<file path="src/rtl/sdrc_app_pkg.sv">
// Shared types and default sizing for the SDRAM controller application front end.
package sdrc_app_pkg;

  localparam int APP_AW_DEF     = 30;
  localparam int APP_DW_DEF     = 32;
  localparam int LEN_W_DEF      = 9;
  localparam int CMD_DEPTH_DEF  = 4;
  localparam int DATA_DEPTH_DEF = 64;

  typedef enum logic [2:0] {
    IDLE,
    WAIT_DATA,
    REQ,
    WDATA,
    RDATA
  } app_state_t;

  typedef struct packed {
    logic [APP_AW_DEF-1:0] addr;
    logic [LEN_W_DEF-1:0]  len;
    logic                  wr_n;
  } app_cmd_t;

endpackage

</file>
<file path="src/rtl/sdrc_app_frontend_if.sv">
// Host command/data channels and sdrc_core application request channel.
interface sdrc_app_frontend_if #(
  parameter int APP_AW = sdrc_app_pkg::APP_AW_DEF,
  parameter int APP_DW = sdrc_app_pkg::APP_DW_DEF,
  parameter int LEN_W  = sdrc_app_pkg::LEN_W_DEF
);
  logic                  cmd_valid;
  logic                  cmd_ready;
  logic [APP_AW-1:0]     cmd_addr;
  logic [LEN_W-1:0]      cmd_len;
  logic                  cmd_wr_n;
  logic                  wd_valid;
  logic                  wd_ready;
  logic [APP_DW-1:0]     wd_data;
  logic [APP_DW/8-1:0]   wd_be_n;
  logic                  rd_valid;
  logic [APP_DW-1:0]     rd_data;
  logic                  rd_last;
  logic                  app_req;
  logic [APP_AW-1:0]     app_req_addr;
  logic [LEN_W-1:0]      app_req_len;
  logic                  app_req_wr_n;
  logic                  app_req_dma_last;
  logic                  app_req_ack;
  logic [APP_DW-1:0]     app_wr_data;
  logic [APP_DW/8-1:0]   app_wr_en_n;
  logic                  app_wr_next_req;
  logic                  app_rd_valid;
  logic [APP_DW-1:0]     app_rd_data;
  logic                  app_last_rd;

  // master: the front end, which masters the core request bus
  modport master (
    input  cmd_valid, cmd_addr, cmd_len, cmd_wr_n,
    input  wd_valid, wd_data, wd_be_n,
    input  app_req_ack, app_wr_next_req, app_rd_valid, app_rd_data, app_last_rd,
    output cmd_ready, wd_ready, rd_valid, rd_data, rd_last,
    output app_req, app_req_addr, app_req_len, app_req_wr_n, app_req_dma_last,
    output app_wr_data, app_wr_en_n
  );

  modport slave (
    output cmd_valid, cmd_addr, cmd_len, cmd_wr_n,
    output wd_valid, wd_data, wd_be_n,
    output app_req_ack, app_wr_next_req, app_rd_valid, app_rd_data, app_last_rd,
    input  cmd_ready, wd_ready, rd_valid, rd_data, rd_last,
    input  app_req, app_req_addr, app_req_len, app_req_wr_n, app_req_dma_last,
    input  app_wr_data, app_wr_en_n
  );
endinterface

</file>
<file path="src/rtl/sdrc_sync_fifo.sv">
// Single-clock show-ahead FIFO; pointers carry one extra bit to tell full from empty.
module sdrc_sync_fifo #(
  parameter int WIDTH = 8,
  parameter int DEPTH = 4
) (
  input  logic                       clk,
  input  logic                       reset,
  input  logic                       push,
  input  logic [WIDTH-1:0]           din,
  input  logic                       pop,
  output logic [WIDTH-1:0]           dout,
  output logic [$clog2(DEPTH):0]     count,
  output logic                       full
);
  localparam int AW = $clog2(DEPTH);
  localparam int CW = AW + 1;

  logic [WIDTH-1:0] mem [DEPTH];
  logic [AW:0]      wptr, rptr;
  logic             do_push, do_pop;

  assign count   = wptr - rptr;
  assign full    = (count == CW'(DEPTH));
  assign do_push = push && !full;
  assign do_pop  = pop && (count != '0);
  assign dout    = mem[rptr[AW-1:0]];

  always_ff @(posedge clk or posedge reset) begin
    if (reset) begin
      wptr <= '0;
      rptr <= '0;
    end else begin
      if (do_push) wptr <= wptr + CW'(1);
      if (do_pop)  rptr <= rptr + CW'(1);
    end
  end

  always_ff @(posedge clk) begin
    if (do_push) mem[wptr[AW-1:0]] <= din;
  end
endmodule

</file>
<file path="src/rtl/sdrc_app_frontend.sv">
// Queues host commands and write data, issues one sdrc_core request at a time and checks read bursts.
module sdrc_app_frontend
  import sdrc_app_pkg::*;
#(
  parameter int APP_AW     = APP_AW_DEF,
  parameter int APP_DW     = APP_DW_DEF,
  parameter int LEN_W      = LEN_W_DEF,
  parameter int CMD_DEPTH  = CMD_DEPTH_DEF,
  parameter int DATA_DEPTH = DATA_DEPTH_DEF
) (
  input  logic                clk,
  input  logic                reset,
  sdrc_app_frontend_if.master bus,
  output logic                busy,
  output logic                err_zero_len,
  output logic                err_rd_short
);
  localparam int BE_W   = APP_DW / 8;
  localparam int CMD_W  = APP_AW + LEN_W + 1;
  localparam int DATA_W = APP_DW + BE_W;

  typedef struct packed {
    logic [APP_AW-1:0] addr;
    logic [LEN_W-1:0]  len;
    logic              wr_n;
  } cmd_t;

  app_state_t state, state_n;
  cmd_t cmd_in, cmd_head;
  logic [DATA_W-1:0]             wd_head;
  logic [$clog2(CMD_DEPTH):0]    cmd_count;
  logic [$clog2(DATA_DEPTH):0]   data_count;
  logic cmd_full, data_full, cmd_empty, head_data_ok, data_ok;
  logic cmd_pop, wd_pop, ld_cmd, set_zero, set_short, app_req_q;
  logic [APP_AW-1:0] addr_q;
  logic [LEN_W-1:0]  len_q, rem, beat, beat_inc;
  logic              wr_n_q;

  assign cmd_in = {bus.cmd_addr, bus.cmd_len, bus.cmd_wr_n};

  sdrc_sync_fifo #(.WIDTH(CMD_W), .DEPTH(CMD_DEPTH)) u_cmd_fifo (
    .clk(clk), .reset(reset), .push(bus.cmd_valid), .din(cmd_in), .pop(cmd_pop),
    .dout(cmd_head), .count(cmd_count), .full(cmd_full)
  );

  sdrc_sync_fifo #(.WIDTH(DATA_W), .DEPTH(DATA_DEPTH)) u_data_fifo (
    .clk(clk), .reset(reset), .push(bus.wd_valid), .din({bus.wd_be_n, bus.wd_data}), .pop(wd_pop),
    .dout(wd_head), .count(data_count), .full(data_full)
  );

  assign cmd_empty    = (cmd_count == '0);
  assign head_data_ok = 32'(data_count) >= 32'(cmd_head.len);
  assign data_ok      = 32'(data_count) >= 32'(len_q);
  assign beat_inc     = beat + LEN_W'(1);

  always_ff @(posedge clk or posedge reset) begin
    if (reset) state <= IDLE;
    else       state <= state_n;
  end

  // A write whose data is already buffered skips WAIT_DATA entirely.
  always_comb begin
    state_n   = state;
    cmd_pop   = 1'b0;
    wd_pop    = 1'b0;
    ld_cmd    = 1'b0;
    set_zero  = 1'b0;
    set_short = 1'b0;
    unique case (state)
      IDLE: if (!cmd_empty) begin
        cmd_pop = 1'b1;
        if (cmd_head.len == '0) begin
          set_zero = 1'b1;
        end else begin
          ld_cmd  = 1'b1;
          state_n = (cmd_head.wr_n || head_data_ok) ? REQ : WAIT_DATA;
        end
      end
      WAIT_DATA: if (data_ok) state_n = REQ;
      REQ: if (bus.app_req_ack) state_n = wr_n_q ? RDATA : WDATA;
      WDATA: if (bus.app_wr_next_req) begin
        wd_pop = 1'b1;
        if (rem == LEN_W'(1)) state_n = IDLE;
      end
      RDATA: if (bus.app_rd_valid) begin
        if (beat_inc == len_q) begin
          state_n = IDLE;
        end else if (bus.app_last_rd) begin
          set_short = 1'b1;
          state_n   = IDLE;
        end
      end
      default: state_n = IDLE;
    endcase
  end

  always_ff @(posedge clk or posedge reset) begin
    if (reset) begin
      addr_q       <= '0;
      len_q        <= '0;
      wr_n_q       <= 1'b1;
      rem          <= '0;
      beat         <= '0;
      app_req_q    <= 1'b0;
      err_zero_len <= 1'b0;
      err_rd_short <= 1'b0;
    end else begin
      app_req_q <= (state_n == REQ);
      if (ld_cmd) begin
        addr_q <= cmd_head.addr;
        len_q  <= cmd_head.len;
        wr_n_q <= cmd_head.wr_n;
      end
      if (state == REQ && bus.app_req_ack) begin
        rem  <= len_q;
        beat <= '0;
      end
      if (wd_pop) rem <= rem - LEN_W'(1);
      if (state == RDATA && bus.app_rd_valid) beat <= beat_inc;
      if (set_zero)  err_zero_len <= 1'b1;
      if (set_short) err_rd_short <= 1'b1;
    end
  end

  assign bus.cmd_ready        = !cmd_full;
  assign bus.wd_ready         = !data_full;
  assign bus.rd_valid         = bus.app_rd_valid;
  assign bus.rd_data          = bus.app_rd_data;
  assign bus.rd_last          = bus.app_last_rd;
  assign bus.app_req          = app_req_q;
  assign bus.app_req_dma_last = app_req_q;
  assign bus.app_req_addr     = addr_q;
  assign bus.app_req_len      = len_q;
  assign bus.app_req_wr_n     = wr_n_q;
  assign bus.app_wr_data      = (state == WDATA) ? wd_head[APP_DW-1:0] : '0;
  assign bus.app_wr_en_n      = (state == WDATA) ? wd_head[DATA_W-1:APP_DW] : '1;
  assign busy                 = (state != IDLE) || !cmd_empty;
endmodule

</file>
<file path="src/flat_wrapper.sv">
// flat-port wrapper written by rule: the top's interface ports become plain ports
module sdrc_app_frontend_flat import sdrc_app_pkg::*;
#(
  parameter int APP_AW     = APP_AW_DEF,
  parameter int APP_DW     = APP_DW_DEF,
  parameter int LEN_W      = LEN_W_DEF,
  parameter int CMD_DEPTH  = CMD_DEPTH_DEF,
  parameter int DATA_DEPTH = DATA_DEPTH_DEF
)
  (clk, reset, busy, err_zero_len, err_rd_short, bus_cmd_valid, bus_cmd_addr, bus_cmd_len, bus_cmd_wr_n, bus_wd_valid, bus_wd_data, bus_wd_be_n, bus_app_req_ack, bus_app_wr_next_req, bus_app_rd_valid, bus_app_rd_data, bus_app_last_rd, bus_cmd_ready, bus_wd_ready, bus_rd_valid, bus_rd_data, bus_rd_last, bus_app_req, bus_app_req_addr, bus_app_req_len, bus_app_req_wr_n, bus_app_req_dma_last, bus_app_wr_data, bus_app_wr_en_n);
  sdrc_app_frontend_if #(.APP_AW(APP_AW), .APP_DW(APP_DW), .LEN_W(LEN_W)) bus_i ();
  input  logic clk;
  input  logic reset;
  output logic busy;
  output logic err_zero_len;
  output logic err_rd_short;
  input wire logic [$bits(bus_i.cmd_valid)-1:0] bus_cmd_valid;
  input wire logic [$bits(bus_i.cmd_addr)-1:0] bus_cmd_addr;
  input wire logic [$bits(bus_i.cmd_len)-1:0] bus_cmd_len;
  input wire logic [$bits(bus_i.cmd_wr_n)-1:0] bus_cmd_wr_n;
  input wire logic [$bits(bus_i.wd_valid)-1:0] bus_wd_valid;
  input wire logic [$bits(bus_i.wd_data)-1:0] bus_wd_data;
  input wire logic [$bits(bus_i.wd_be_n)-1:0] bus_wd_be_n;
  input wire logic [$bits(bus_i.app_req_ack)-1:0] bus_app_req_ack;
  input wire logic [$bits(bus_i.app_wr_next_req)-1:0] bus_app_wr_next_req;
  input wire logic [$bits(bus_i.app_rd_valid)-1:0] bus_app_rd_valid;
  input wire logic [$bits(bus_i.app_rd_data)-1:0] bus_app_rd_data;
  input wire logic [$bits(bus_i.app_last_rd)-1:0] bus_app_last_rd;
  output wire logic [$bits(bus_i.cmd_ready)-1:0] bus_cmd_ready;
  output wire logic [$bits(bus_i.wd_ready)-1:0] bus_wd_ready;
  output wire logic [$bits(bus_i.rd_valid)-1:0] bus_rd_valid;
  output wire logic [$bits(bus_i.rd_data)-1:0] bus_rd_data;
  output wire logic [$bits(bus_i.rd_last)-1:0] bus_rd_last;
  output wire logic [$bits(bus_i.app_req)-1:0] bus_app_req;
  output wire logic [$bits(bus_i.app_req_addr)-1:0] bus_app_req_addr;
  output wire logic [$bits(bus_i.app_req_len)-1:0] bus_app_req_len;
  output wire logic [$bits(bus_i.app_req_wr_n)-1:0] bus_app_req_wr_n;
  output wire logic [$bits(bus_i.app_req_dma_last)-1:0] bus_app_req_dma_last;
  output wire logic [$bits(bus_i.app_wr_data)-1:0] bus_app_wr_data;
  output wire logic [$bits(bus_i.app_wr_en_n)-1:0] bus_app_wr_en_n;
  assign bus_i.cmd_valid = bus_cmd_valid;
  assign bus_i.cmd_addr = bus_cmd_addr;
  assign bus_i.cmd_len = bus_cmd_len;
  assign bus_i.cmd_wr_n = bus_cmd_wr_n;
  assign bus_i.wd_valid = bus_wd_valid;
  assign bus_i.wd_data = bus_wd_data;
  assign bus_i.wd_be_n = bus_wd_be_n;
  assign bus_i.app_req_ack = bus_app_req_ack;
  assign bus_i.app_wr_next_req = bus_app_wr_next_req;
  assign bus_i.app_rd_valid = bus_app_rd_valid;
  assign bus_i.app_rd_data = bus_app_rd_data;
  assign bus_i.app_last_rd = bus_app_last_rd;
  assign bus_cmd_ready = bus_i.cmd_ready;
  assign bus_wd_ready = bus_i.wd_ready;
  assign bus_rd_valid = bus_i.rd_valid;
  assign bus_rd_data = bus_i.rd_data;
  assign bus_rd_last = bus_i.rd_last;
  assign bus_app_req = bus_i.app_req;
  assign bus_app_req_addr = bus_i.app_req_addr;
  assign bus_app_req_len = bus_i.app_req_len;
  assign bus_app_req_wr_n = bus_i.app_req_wr_n;
  assign bus_app_req_dma_last = bus_i.app_req_dma_last;
  assign bus_app_wr_data = bus_i.app_wr_data;
  assign bus_app_wr_en_n = bus_i.app_wr_en_n;
  sdrc_app_frontend #(.APP_AW(APP_AW), .APP_DW(APP_DW), .LEN_W(LEN_W), .CMD_DEPTH(CMD_DEPTH), .DATA_DEPTH(DATA_DEPTH)) u_core (.clk(clk), .reset(reset), .bus(bus_i), .busy(busy), .err_zero_len(err_zero_len), .err_rd_short(err_rd_short));
endmodule
</file>
<file path="config.mk">
export PLATFORM = sky130hd
export DESIGN_NAME = sdrc_app_frontend_flat
export DESIGN_NICKNAME = d
export VERILOG_FILES = /design/src/rtl/sdrc_app_pkg.sv /design/src/rtl/sdrc_app_frontend_if.sv /design/src/rtl/sdrc_sync_fifo.sv /design/src/rtl/sdrc_app_frontend.sv /design/src/flat_wrapper.sv
export SDC_FILE = /design/constraint.sdc
export NUM_CORES = 2
export LEC_CHECK = 0
export CAP_MARGIN = 0
export CORE_UTILIZATION = 50
export CTS_BUF_LIST = sky130_fd_sc_hd__clkbuf_8
export CTS_CLUSTER_SIZE = 10
export DETAILED_ROUTE_END_ITERATION = 10
export PLACE_DENSITY = 0.76
export RECOVER_POWER = 25
export SLEW_MARGIN = 20
export SYNTH_ARGS = -nofsm -noshare
export SYNTH_HDL_FRONTEND = slang
export SYNTH_SLANG_ARGS = --single-unit
</file>
<file path="constraint.sdc">
create_clock -name clk -period 12.7 [get_ports clk]
set_input_delay 1.27 -clock clk [delete_from_list [all_inputs] [get_ports clk]]
set_output_delay 1.27 -clock clk [all_outputs]
set_load 0.05 [all_outputs]
</file>
==> parameters.txt <==
Parameter                              Value

Power and ir drop
  Overall power ... 23.22 mW
  Leakage Power ... 34.88 nW
  PD cells ... 210.6 nW/um^2
  Maximum resistive drop on vdd ... 207.5 uV

Detailed routing
  Count of antenna-violating nets left after detailed routing ... 0
  Via count of the routed design ... 46839
  Average vias per placed instance ... 6.238
  Number of optimization iterations in the first detailed-route pass ... 6
  DRC errors left ... 0
  Total Routed Length ... 233400 um
  WL/cell ... 31.09 um
  Number of violations reported at the end of detailed-routing iteration 0 ... 5905

Hold path
  Number of cells on the worst hold path ... 1
  Hold WC Path Type ... flip-flop to flip-flop

CTS
  Number of H-tree levels ... 5
  Number of buffers inserted to repair setup after CTS ... 0
  Clock-pin slew on the worst setup and hold paths ... 0.06 ns
  Number of sinks driven by the clock tree ... 2548
  Number of CTS-inserted buffers ... 389
  Hold bufs inserted after CTS ... 0
  Clock root buffer ... sky130_fd_sc_hd__clkbuf_8
  CTS tree ... yes
  Later-pin clock latency in the skew report ... 1.07 ns
  Number of gates resized after CTS ... 0
  CTS max path bufs ... 4

Synthesis
  Warnings, synthesis ... 0
  Share of the yosys chip area belonging to registers ... 77.08%
  Proportion of netlist area held by the largest area contributor ... 74.95%
  Mean area per synthesized cell ... 23.61 um^2
  Flip-flop and latch count after synthesis ... 2548
  Gate Count Post-Synth ... 4182
  Top area cells in the synthesized netlist ... sky130_fd_sc_hd__edfxtp_1, sky130_fd_sc_hd__mux4_2, sky130_fd_sc_hd__dfrtp_1
  Most frequent cell after synthesis ... sky130_fd_sc_hd__edfxtp_1
  Most numerous cell types in the synthesized netlist ... sky130_fd_sc_hd__edfxtp_1, sky130_fd_sc_hd__mux4_2, sky130_fd_sc_hd__clkbuf_1
  Distinct cell type count of the synthesized netlist ... 70
  Total standard cell area after synthesis ... 98720 um^2
  EDFF count, synth ... 2464
  Area leader, netlist ... sky130_fd_sc_hd__edfxtp_1
  Share of synthesized registers carrying an async set or reset ... 3.297%
  Most used flip-flop cell after synthesis ... sky130_fd_sc_hd__edfxtp_1
  Synthesized netlist net count ... 4331

Setup path
  Depth of the worst register-to-register path ... 10
  Slowest cell on crit path ... sky130_fd_sc_hd__dfrtp_4
  Worst path most repeated cell ... sky130_fd_sc_hd__buf_4
  Critical Path Start Type ... flip-flop
  CP Data Required Time ... 11.43 ns
  Crit Path Category ... flip-flop to output port
  Top fanout value on the critical path ... 64
  Ordered cell list for the critical path ... buf_4 > buf_4 > buf_4 > mux4_2 > mux4_2 > a221o_1 > clkdlybuf4s50_1
  Data arrival time of the critical path ... 7.08 ns
  Element type at the critical path end ... output port
  Delay contributed by the slowest stage of the critical path ... 0.95 ns

Final layout
  Synth-to-Final Area Change ... 11.68%
  Post-layout nets ... 4743
  Share of final-layout standard cells stronger than drive strength 1 ... 30.16%
  Final instance area ... 110300 um^2

Die
  Count of standard-cell rows ... 162
  Die span in y ... 446.4 um
  Die W ... 446.4 um
  Die area ... 199200 um^2
  Core area ... 195600 um^2
  Initial core utilization ... 50.47%
  Ports placed on the boundary ... 233

Timing
  Post-layout minimum cycle time ... 8.347 ns
  Final Hold Vio Count ... 0
  Aggregate negative setup slack ... 0 ns
  RSZ-0062 raised after global routing ... false
  Layout Skew ... 0.09994 ns
  Count of endpoints failing setup in the final report ... 0
  Final Cycle Share ... 65.72%
  Slew @ Worst Pin ... 2.874 ns
  Max-slew headroom at the worst pin ... -91.57%
  Number of max-slew violations in the final report ... 1450
  F_max ... 119.8 MHz

Global route
  Wire length of the first global-routing pass ... 331100 um
  Antenna violations before repair ... 26
  Vias in the first global route ... 47422
  Overall routing resource usage ... 23.48%
  Overflow left after global routing ... 0
  Largest net degree at the start of global routing ... 161

Placement
  Area of placed instances ... 103400 um^2
  Total half-perimeter wirelength after legalization and detailed placement ... 115300 um
  Final estimated routing congestion in global placement ... 0.7900
  Port-buffer cells ... 168

Job
  Max-capacitance violation count ... 23

Outcome
  Result of the run ... complete, but fails checks
  Violations in the final reports ... capacitance limit, slew limit
## cells in the final DEF, fill, tap and decap left out, types with 39 or more instances in the layout
cell / count
sky130_fd_sc_hd__clkdlybuf4s50_1: 91
sky130_fd_sc_hd__nor2_4: 59
sky130_fd_sc_hd__buf_4: 93
sky130_fd_sc_hd__clkinv_2: 50
sky130_fd_sc_hd__mux4_2: 753
sky130_fd_sc_hd__clkinv_1: 102
sky130_fd_sc_hd__o22ai_1: 39
sky130_fd_sc_hd__dfrtp_1: 79
sky130_fd_sc_hd__edfxtp_1: 2464
sky130_fd_sc_hd__clkbuf_8: 400
sky130_fd_sc_hd__nand2_1: 54
sky130_fd_sc_hd__dlygate4sd3_1: 41
sky130_fd_sc_hd__inv_1: 198
## area by class of cell
type	count	area, um^2
Antenna cell	8	20.02
Inverter	99	382.9
Fill cell	13540	85340
Sequential cell	2548	76110
Clock buffer	400	5505
Timing Repair Buffer	268	2270
Clock inverter	274	1339
Tap cell	2624	3283
Multi-Input combinational cell	1288	21350
## final timing paths
path	startpoint	end	slack, ns
hold / removal	u_core.u_cmd_fifo.wptr[2]	u_core.u_cmd_fifo.wptr[2]	0.49
min in group asynchronous	reset	u_core.bus.app_req_addr[2]	0.79
setup reg to reg	u_core.u_data_fifo.rptr[2]	u_core.u_data_fifo.mem[16][22]	7.31
setup / recovery	u_core.u_data_fifo.rptr[2]	bus_app_wr_data[2]	4.35
hold reg to reg	u_core.u_cmd_fifo.wptr[2]	u_core.u_cmd_fifo.wptr[2]	0.49
max in group asynchronous	reset	u_core.u_data_fifo.rptr[0]	10.32
## metrics by stage
stage | std cells | setup slack (ns) | utilization (%) | hold slack [ns]
final | 7509 | 4.353 | 56.37 | 0.4904
after floorplan | 4182 | 5.757 | - | 0.4607
after detailed placement | 6825 | 5.446 | 52.87 | 0.4631
after CTS | 7499 | 4.299 | 56.37 | 0.4118
after global routing | 7506 | 4.227 | 56.36 | 0.4955
after global placement | 6825 | 5.507 | 52.87 | 0.4566
## metal layers
layer  vias to the layer above  track usage, %  wire [um]
met5                         -               0        113
met4                        20           8.586       7950
met3                       490           6.755      26370
met2                      2967           37.96     115400
met1                     24686           30.41      83640
li1                      18676               -          -
## critical path: cells and delay by family (launching register included)
kind	cells	cell delay (ns)
compound gates	1	0.47
flops	1	0.95
buf+inv	4	3.41
mux	2	0.96
## cell families (layout without fill, tap and decap cells)
kind of cell               after synthesis  count (layout)  synth area share [%]
muxes                                  796             796                 17.77
and+or+nand+nor                        238             238                 1.165
xor gates and xnor gates                36              36                0.3194
AOI/OAI and AO/OA                      185             185                 1.442
buffers and inverters                  346            1041                 1.798
DFF                                   2548            2548                 77.08
adders and majority gates               33              33                0.4258
other                                    0               8                     0
## power by group
part / total, mW / leakage [nW] / switching, mW / internal, mW
logic: 7.19 / 7.67 / 4.06 / 3.13
clock network: 6.10 / 3.93 / 3.03 / 3.07
registers: 9.93 / 23.3 / 0.267 / 9.66
total: 23.2 / 34.9 / 7.36 / 15.9
## state kept, by name, summed over array words and instances, names as in the netlist
| name | count |
|---|---|
| u_core.bus.app_req_wr_n | 1 |
| u_core.bus.app_req | 1 |
| u_core.rem | 9 |
| u_core.u_cmd_fifo.mem | 160 |
| u_core.u_cmd_fifo.rptr | 3 |
| u_core.u_data_fifo.rptr | 7 |
| u_core.u_data_fifo.wptr | 7 |
| u_core.err_rd_short | 1 |
| u_core.state | 3 |
| u_core.u_cmd_fifo.wptr | 3 |
| u_core.beat | 9 |
| u_core.err_zero_len | 1 |
| u_core.bus.app_req_addr | 30 |
| u_core.u_data_fifo.mem | 2304 |
| u_core.bus.app_req_len | 9 |
No activity file was read; power rests on OpenSTA's default activity.
